## src/rtl/wb_arb_pkg.sv

```systemverilog
// Shared types for the two-master Wishbone arbiter: FSM states and one-hot grant encodings.
package wb_arb_pkg;

    typedef enum logic [1:0] {
        IDLE = 2'd0,
        OWN0 = 2'd1,
        OWN1 = 2'd2
    } arb_state_e;

    localparam logic [1:0] GRANT_NONE = 2'b00;
    localparam logic [1:0] GRANT_M0   = 2'b01;
    localparam logic [1:0] GRANT_M1   = 2'b10;

endpackage

```

## src/rtl/wb_bus_watchdog.sv

```systemverilog
// Bus-timeout watchdog: counts unanswered strobe cycles and fires a one-cycle error pulse.
module wb_bus_watchdog #(
    parameter int unsigned TIMEOUT_CYCLES = 255
) (
    input  logic clk,
    input  logic reset,
    input  logic stb,
    input  logic ack,
    input  logic err,
    input  logic clr,
    output logic fire
);

    localparam int unsigned CntW = (TIMEOUT_CYCLES == 0) ? 1 : $clog2(TIMEOUT_CYCLES + 1);
    localparam logic [CntW-1:0] CntMax = CntW'(TIMEOUT_CYCLES);
    localparam bit Enabled = (TIMEOUT_CYCLES != 0);

    logic [CntW-1:0] cnt_q, cnt_d;

    always_comb begin
        fire  = Enabled && stb && (cnt_q == CntMax);
        cnt_d = cnt_q;
        // A firing compare also restarts the count so the pulse lasts exactly one cycle.
        if (!Enabled || clr || !stb || ack || err || fire) begin
            cnt_d = '0;
        end else begin
            cnt_d = cnt_q + 1'b1;
        end
    end

    always_ff @(posedge clk or posedge reset) begin
        if (reset) begin
            cnt_q <= '0;
        end else begin
            cnt_q <= cnt_d;
        end
    end

endmodule

```

## src/rtl/wb_master_arbiter.sv

```systemverilog
// Two-master round-robin Wishbone B4 classic arbiter with tenure-long grants and bus watchdog.
module wb_master_arbiter
    import wb_arb_pkg::*;
#(
    parameter int unsigned ADDR_WIDTH     = 32,
    parameter int unsigned DATA_WIDTH     = 32,
    parameter int unsigned TIMEOUT_CYCLES = 255
) (
    input  logic                    clk,
    input  logic                    reset,
    input  logic                    m0_cyc_i,
    input  logic                    m0_stb_i,
    input  logic                    m0_we_i,
    input  logic [ADDR_WIDTH-1:0]   m0_adr_i,
    input  logic [DATA_WIDTH-1:0]   m0_dat_i,
    input  logic [DATA_WIDTH/8-1:0] m0_sel_i,
    output logic [DATA_WIDTH-1:0]   m0_dat_o,
    output logic                    m0_ack_o,
    output logic                    m0_err_o,
    input  logic                    m1_cyc_i,
    input  logic                    m1_stb_i,
    input  logic                    m1_we_i,
    input  logic [ADDR_WIDTH-1:0]   m1_adr_i,
    input  logic [DATA_WIDTH-1:0]   m1_dat_i,
    input  logic [DATA_WIDTH/8-1:0] m1_sel_i,
    output logic [DATA_WIDTH-1:0]   m1_dat_o,
    output logic                    m1_ack_o,
    output logic                    m1_err_o,
    output logic                    s_cyc_o,
    output logic                    s_stb_o,
    output logic                    s_we_o,
    output logic [ADDR_WIDTH-1:0]   s_adr_o,
    output logic [DATA_WIDTH-1:0]   s_dat_o,
    output logic [DATA_WIDTH/8-1:0] s_sel_o,
    input  logic [DATA_WIDTH-1:0]   s_dat_i,
    input  logic                    s_ack_i,
    input  logic                    s_err_i,
    output logic [1:0]              grant_o,
    output logic                    timeout_o
);

    arb_state_e state_q, state_d;
    logic       last_owner_q, last_owner_d;
    logic       wd_err;

    always_comb begin
        state_d      = state_q;
        last_owner_d = last_owner_q;
        unique case (state_q)
            IDLE: begin
                // On a tie the master that did not own the bus last time wins.
                if (m0_cyc_i && m1_cyc_i) begin
                    state_d = last_owner_q ? OWN0 : OWN1;
                end else if (m0_cyc_i) begin
                    state_d = OWN0;
                end else if (m1_cyc_i) begin
                    state_d = OWN1;
                end
            end
            OWN0: begin
                if (!m0_cyc_i) begin
                    state_d      = IDLE;
                    last_owner_d = 1'b0;
                end
            end
            OWN1: begin
                if (!m1_cyc_i) begin
                    state_d      = IDLE;
                    last_owner_d = 1'b1;
                end
            end
            default: state_d = IDLE;
        endcase
    end

    always_ff @(posedge clk or posedge reset) begin
        if (reset) begin
            state_q      <= IDLE;
            last_owner_q <= 1'b1;
        end else begin
            state_q      <= state_d;
            last_owner_q <= last_owner_d;
        end
    end

    always_comb begin
        s_cyc_o   = 1'b0;
        s_stb_o   = 1'b0;
        s_we_o    = 1'b0;
        s_adr_o   = '0;
        s_dat_o   = '0;
        s_sel_o   = '0;
        m0_dat_o  = '0;
        m0_ack_o  = 1'b0;
        m0_err_o  = 1'b0;
        m1_dat_o  = '0;
        m1_ack_o  = 1'b0;
        m1_err_o  = 1'b0;
        grant_o   = GRANT_NONE;
        unique case (state_q)
            OWN0: begin
                s_cyc_o  = m0_cyc_i;
                s_stb_o  = m0_stb_i;
                s_we_o   = m0_we_i;
                s_adr_o  = m0_adr_i;
                s_dat_o  = m0_dat_i;
                s_sel_o  = m0_sel_i;
                m0_dat_o = s_dat_i;
                m0_ack_o = s_ack_i;
                m0_err_o = s_err_i | wd_err;
                grant_o  = GRANT_M0;
            end
            OWN1: begin
                s_cyc_o  = m1_cyc_i;
                s_stb_o  = m1_stb_i;
                s_we_o   = m1_we_i;
                s_adr_o  = m1_adr_i;
                s_dat_o  = m1_dat_i;
                s_sel_o  = m1_sel_i;
                m1_dat_o = s_dat_i;
                m1_ack_o = s_ack_i;
                m1_err_o = s_err_i | wd_err;
                grant_o  = GRANT_M1;
            end
            default: ;
        endcase
    end

    assign timeout_o = wd_err;

    wb_bus_watchdog #(
        .TIMEOUT_CYCLES (TIMEOUT_CYCLES)
    ) u_watchdog (
        .clk   (clk),
        .reset (reset),
        .stb   (s_stb_o),
        .ack   (s_ack_i),
        .err   (s_err_i),
        .clr   (state_d != state_q),
        .fire  (wd_err)
    );

endmodule

```

## config.mk

```make
export PLATFORM = sky130hd
export DESIGN_NAME = wb_master_arbiter
export DESIGN_NICKNAME = d
export VERILOG_FILES = /design/src/rtl/wb_arb_pkg.sv /design/src/rtl/wb_bus_watchdog.sv /design/src/rtl/wb_master_arbiter.sv
export SDC_FILE = /design/constraint.sdc
export NUM_CORES = 1
export LEC_CHECK = 0
export BUFFER_PORTS_ARGS = -buffer_cell sky130_fd_sc_hd__clkbuf_2
export CORE_AREA = 8 8 117 119
export DETAILED_ROUTE_END_ITERATION = 12
export DIE_AREA = 0 0 125 127
export PLACE_DENSITY = 0.59
export SYNTH_ARGS = -nofsm -noshare
export SYNTH_HDL_FRONTEND = slang
export SYNTH_HIERARCHICAL = 1
export SYNTH_SLANG_ARGS = --single-unit
```

## constraint.sdc

```tcl
create_clock -name clk -period 2.1 [get_ports clk]
set_input_delay 0.105 -clock clk [delete_from_list [all_inputs] [get_ports clk]]
set_output_delay 0.105 -clock clk [all_outputs]
set_load 0.01 [all_outputs]
```

# Word level (Yosys, flattened, before mapping)

Cells that the tools add are included.
W data, S select, Z words.

Flip-flop bits (word level): 11
Bits in latches: 0
Bits in writable memories: 0
Bits in read-only memories: 0
Input port bits: 178
Output and inout port bits: 142
Memories: 0

Add/subtract/negate cells: 1
$mul: 0
Div/mod/pow operators: 0
Magnitude comparators: 0
Eq/ne operators: 6
Shift-type cells: 0
Mux-type cells: 24
Bitwise logic cells: 1
Reductions and logical operators: 10

Operators by type and width:

| cell                  | number |
|---|---|
| $pmux W32 S2          | 2 |
| $mux W32              | 2 |
| $mux W2               | 6 |
| $add A8 B1 Y8 const B | 1 |
| $eq A8 B8 Y1 const B  | 1 |
| $mux W8               | 1 |
| $pmux W1 S2           | 4 |
| $pmux W4 S2           | 1 |
| $mux W1               | 6 |
| $pmux W2 S3           | 1 |
| $logic_or A1 B1 Y1    | 4 |
| $ne A2 B2 Y1 const B  | 2 |
| $pmux W2 S2           | 1 |
| $reduce_and A3 Y1     | 1 |
| $eq A2 B1 Y1 const B  | 1 |
| $eq A2 B2 Y1 const B  | 1 |
| $logic_and A1 B1 Y1   | 2 |
| $logic_not A2 Y1      | 1 |
| $ne A2 B2 Y1          | 1 |
| $reduce_bool A2 Y1    | 1 |
| $logic_not A1 Y1      | 1 |
| $or A1 B1 Y1          | 1 |

# Logic depth before layout (Yosys ltp)

Word-level depth: 10
Depth in mapped cells: 10
Gate-level depth less buffers: 8

# Modules after synthesis

The synthesis kept the hierarchy.

By module, submodules not included:

| module            | instances | cells each | area each (µm²) | sequential area each (µm²) |
|---|---|---|---|---|
| wb_master_arbiter | 1         | 274        | 1,884.3         | 76.3 |
| wb_bus_watchdog   | 1         | 41         | 402.9           | 200.2 |

# Worst setup path after synthesis

Ideal clock, no wire load.

Kind: register to output
Start: register state_q[1]
End: output m0_err_o
Arrival: 2,246 ps
Required time: 1,995 ps
Setup slack: -251 ps
Stages on the path, launching flop included: 10
Buffers on the path: 2
Path through: dfrtp_1 -> inv_1 -> ha_1 -> buf_2 -> buf_2 -> a22oi_1 -> nor2b_1 -> nand3_1 -> nor3_1 -> o21a_1

Longest elaborated chain between the ends: 5
Elaborated cells on any way between the ends: 6
Classes of those cells: eq/ne (2); mux (2); bitwise (1); reduce/logical (1)

Ends and longest elaborated chain:

| what                                                | RTL line                 | text |
|---|---|---|
| start: declaration                                  | wb_master_arbiter.sv:42  | `arb_state_e state_q, state_d;` |
| start signal: assignment                            | wb_master_arbiter.sv:81  | `state_q <= state_d;` |
| $eq A2 B2 Y1 / $eq A2 B1 Y1 (equally long branches) | wb_master_arbiter.sv:100 | `unique case (state_q)` |
| $pmux W1 S2 *                                       | wb_master_arbiter.sv:100 |  |
| net s_stb_o                                         | wb_master_arbiter.sv:30  | `output logic s_stb_o,` |
| $logic_and A1 B1 Y1 *                               | wb_bus_watchdog.sv:21    | `fire = Enabled && stb && (cnt_q == CntMax);` |
| net timeout_o                                       | wb_master_arbiter.sv:39  | `output logic timeout_o` |
| $or A1 B1 Y1 *                                      | wb_master_arbiter.sv:110 | `m0_err_o = s_err_i \| wd_err;` |
| $mux W1 *                                           | wb_master_arbiter.sv:100 |  |
| end: declaration                                    | wb_master_arbiter.sv:19  | `output logic m0_err_o,` |

Mark *: on every way through the listed nets, which the timed path passes. The rest lies on a longest branch.

# Final worst setup path

Start: register state_q[1]
End: register u_watchdog.cnt_q[7]

Longest elaborated chain between the ends: 10
Elaborated cells on any way between the ends: 18
Classes of those cells: eq/ne (3); mux (8); reduce/logical (7)

Ends and longest elaborated chain:

| what                             | RTL line                 | text |
|---|---|---|
| $mux W2                          | wb_master_arbiter.sv:56  | `end else if (m1_cyc_i) begin` |
| $mux W2                          | wb_master_arbiter.sv:54  | `end else if (m0_cyc_i) begin` |
| $mux W2                          | wb_master_arbiter.sv:52  | `if (m0_cyc_i && m1_cyc_i) begin` |
| $pmux W2 S3                      | wb_master_arbiter.sv:49  | `unique case (state_q)` |
| $ne A2 B2 Y1                     | wb_master_arbiter.sv:139 | `.clr (state_d != state_q),` |
| $logic_or A1 B1 Y1 (3 in series) | wb_bus_watchdog.sv:24    | `if (!Enabled \|\| clr \|\| !stb \|\| ack \|\| err \|\| fire) begin` |
| $logic_or A1 B1 Y1 *             | wb_bus_watchdog.sv:24    |  |
| $mux W8 *                        | wb_bus_watchdog.sv:24    |  |
| net u_watchdog.cnt_d[7]          | wb_bus_watchdog.sv:18    | `logic [CntW-1:0] cnt_q, cnt_d;` |
| end signal: assignment           | wb_bus_watchdog.sv:35    | `cnt_q <= cnt_d;` |
| end: declaration                 | wb_bus_watchdog.sv:18    |  |

Marks and branches as above.
A chain may end at the register's enable or synchronous reset.

==> summary.md <==
| Metric | Value |
|---|---|
| Slowest-stage cell, CP | or4b_4 |
| Inserted Clock Buffers | 3 |
| Endpoints failing hold | 0 |
| Worst hold path type | input port to flip-flop |
| DR vias/cell | 4.49 |
| Startpoint Class | flip-flop |
| VDD IR max | 621 uV |
| NumNets Final | 812 |
| Placed Instances | 762 |
| Htree depth | 1 |
| Width of the die | 125 um |
| Crit path capture type | flip-flop |
| # port buffers | 319 |
| Pint | 0.00231 W |
| Final Cycle Share | 97.8% |
| Largest family of logic cells by synthesized area | simple AND/OR/NAND/NOR gates |
| Unrepaired setup endpoints after global routing | yes |
| 1st-iter DRT viols | 182 |
| Rows | 40 |
| Final Skew | 0.000829 ns |
| Crit path time final | 2.05 ns |
| Combinational share of power | 86.4% |
| Worst-path fanout max | 5 |
| # IOs | 320 |
| Initial antenna violation count | 2 |
| Critical setup path kind | flip-flop to flip-flop |
| Mapped Area | 0.00229 mm2 |
| Core Area | 0.0118 mm2 |
| Required @ worst endpoint | 2.25 ns |
| Layout area overhead | 86.9% |
| Cell variety after synth | 45 |
| Drt first pass iters | 4 |
| Psw | 0.00223 W |
| Max-slew headroom | 76.2% |
| Worst Tran Pin Value | 0.353 ns |
| Post-synthesis mux area share | 0.438% |
| Post-synthesis cell count | 315 |
| FMAX | 487 MHz |
| Syn_nets | 499 |
| Crit path cell chain | inv_2, ha_4, mux2i_2, o32ai_2, o211ai_2, or4b_4, a31oi_1 |
| RD Place Congestion | 0.859 |
| Fraction of layout cells with a size suffix above 1 | 57.7% |
| Simple-gate area share of the yosys netlist | 45.0% |
| Avg Cell Area, Syn | 7.26 um2 |
| Die height | 127 um |
| Drt total wl | 13,600 um |
| Hpwl dp | 11,500 um |
| Hold Slack | 0.218 ns |
| Sw Share | 49.1% |
| Via count | 3,473 |
| CTS clk-pin slew, worst paths | 0.04 ns |
| Compound-Gate Fraction of Synth Area | 30.7% |
| Total track usage | 15.3% |
| # setup viols final | 0 |
| Vias in the first global route | 3,229 |
| Sequential share of power | 6.1% |
| CTS Sinks | 11 |
| Drt drc | 0 |
| Pin count of the biggest net entering global routing | 75 |
| LEAKAGE | 2.26 nW |
| Clk buf depth | 2 |
| Clk pwr share | 7.5% |
| Non-filler cells, final | 774 |
| MaxCap Viol Count | 0 |
| Adder-Cell Fraction of Synth Area | 3.28% |
| Routed length per instance | 17.6 um |
| Filler cell count | 1,257 |
| Clock Latency Late Sink | 0.23 ns |
| Aggregate negative setup slack | 0 ns |
| Yosys Warn Count | 6 |
| CTS root buf | clkbuf_16 |
| Initial Util | 19.4% |
| Number of flops mapped to enable cells by yosys | 0 |
| CTS tree | done |
| Synth Flop Type | dfrtp_1 |
| Grt total ovfl | 0 |
| CP max stage delay | 0.58 ns |
| Routed Antenna Nets | 0 |
| Outcome | complete, no violations |
| Async SR Flop Fraction | 100% |
| Seq/Total Area, Yosys | 12.1% |
| Die area | 0.0159 mm2 |
| XOR/XNOR share of the synthesized area | 1.15% |
| Power Density | 1060 mW/mm2 |
| Yosys reg bits | 11 |
| Slew Viols, Final | 0 |
| ANT cells | 0 |
| Crit path DAT | 2.21 ns |
| First-pass GRT wire length | 19,700 um |
## worst max-delay path, delay by kind of cell (launching register included)
family | cells | cell delay, ns
buffers and inverters | 1 | 0.10
flip-flops | 1 | 0.42
AND/OR/NAND/NOR | 1 | 0.58
AO/OA/AOI/OAI | 3 | 0.62
multiplexers | 1 | 0.08
adder cells (fa/ha/maj) | 1 | 0.17
## layout by cell type (no fill, tap or decap), drive strengths merged, types with 2 or more instances in the layout
cell    synthesis  final
a21oi           3      3
a22oi          71     71
a31oi           3      3
and2           67     67
buf            19     19
clkbuf         12    323
dfrtp          10     10
ha              6      6
inv             5      5
nand2           6      6
nand3           4      4
nor2            6      6
nor2b          72     72
o211ai          3      3
o21a            2      2
or3             3      3
xor2            2      2
## metal layers
| metal | wire length, um | track usage [%] | vias up |
|---|---|---|---|
| met5 | 14 | 0 | - |
| met4 | 2 | 0.645 | 4 |
| met3 | 860 | 3.62 | 4 |
| met2 | 7290 | 29.1 | 144 |
| met1 | 5450 | 17.8 | 1584 |
| li1 | - | - | 1737 |
## power by group through the flow
stage / combinational [W] / clock (W) / sequential [W]
floorplan: 0.00234 / 0 / 0.000278
global placement: 0.00381 / 0 / 0.000275
detailed placement: 0.00380 / 0 / 0.000277
CTS: 0.00386 / 0.000349 / 0.000273
global route: 0.00423 / 0.000360 / 0.000281
finish: 0.00392 / 0.000340 / 0.000277
## state kept, by name, indices dropped and copies added (netlist names)
register,cells
u_watchdog/cnt_q,8
state_q,2
last_owner_q,1
## stage by stage
stage / setup WS (ns) / util, % / total power [W] / cell area [um2]
2_1_floorplan: 0.00565 / - / 0.00262 / 2300
3_3_place_gp: 0.0271 / 34.4 / 0.00409 / 4060
3_5_place_dp: -0.0410 / 34.4 / 0.00408 / 4060
4_1_cts: 0.00337 / 35.5 / 0.00449 / 4190
5_1_grt: -0.0248 / 36.2 / 0.00487 / 4280
6_report: 0.0454 / 36.2 / 0.00454 / 4280
## what timing repair did
item	CTS	global route
resized for setup	4	10
setup endpoints to repair	7	49
cloned	0	0
buffers inserted	3	4
hold endpoints to repair	11	0
hold buffers	1	0
pin swaps	2	6
## synthesized netlist by cell type (5+ instances only)
library cell	n	area, um2
a22oi_1	70	526
and2_1	67	419
buf_2	17	85.1
clkbuf_1	12	45.0
dfrtp_1	10	250
ha_1	6	75.1
inv_1	5	18.8
nand2_1	5	18.8
nor2_1	6	22.5
nor2b_1	72	450
## layout make-up
class | count | area, um2 | area share (%)
Tap cell | 147 | 184 | 4.30
Clock buffer | 4 | 78.8 | 1.84
Inverter | 5 | 18.8 | 0.439
Multi-Input combinational cell | 268 | 1940 | 45.3
Timing Repair Buffer | 339 | 1780 | 41.7
Sequential cell | 11 | 277 | 6.47
## logic make-up after synthesis
family,after synthesis
and+or+nand+nor,167
AOI/OAI and AO/OA,91
buffers and inverters,36
DFF,11
adders and majority gates,6
xor gates and xnor gates,3
muxes,1
## worst paths after layout
kind	startpoint	endpoint	slack, ns	cells after the start
max in group asynchronous	reset	u_watchdog/cnt_q[6]$_DFF_PP0_	1.50	3
max	state_q[1]$_DFF_PP0_	u_watchdog/cnt_q[7]$_DFF_PP0_	0.05	7
min	s_ack_i	u_watchdog/cnt_q[1]$_DFF_PP0_	0.22	4
max reg2reg	state_q[1]$_DFF_PP0_	u_watchdog/cnt_q[7]$_DFF_PP0_	0.05	7
min reg2reg	u_watchdog/cnt_q[0]$_DFF_PP0_	u_watchdog/cnt_q[0]$_DFF_PP0_	0.50	1
min in group asynchronous	reset	state_q[1]$_DFF_PP0_	0.28	3
No activity file was read; power rests on OpenSTA's default activity.
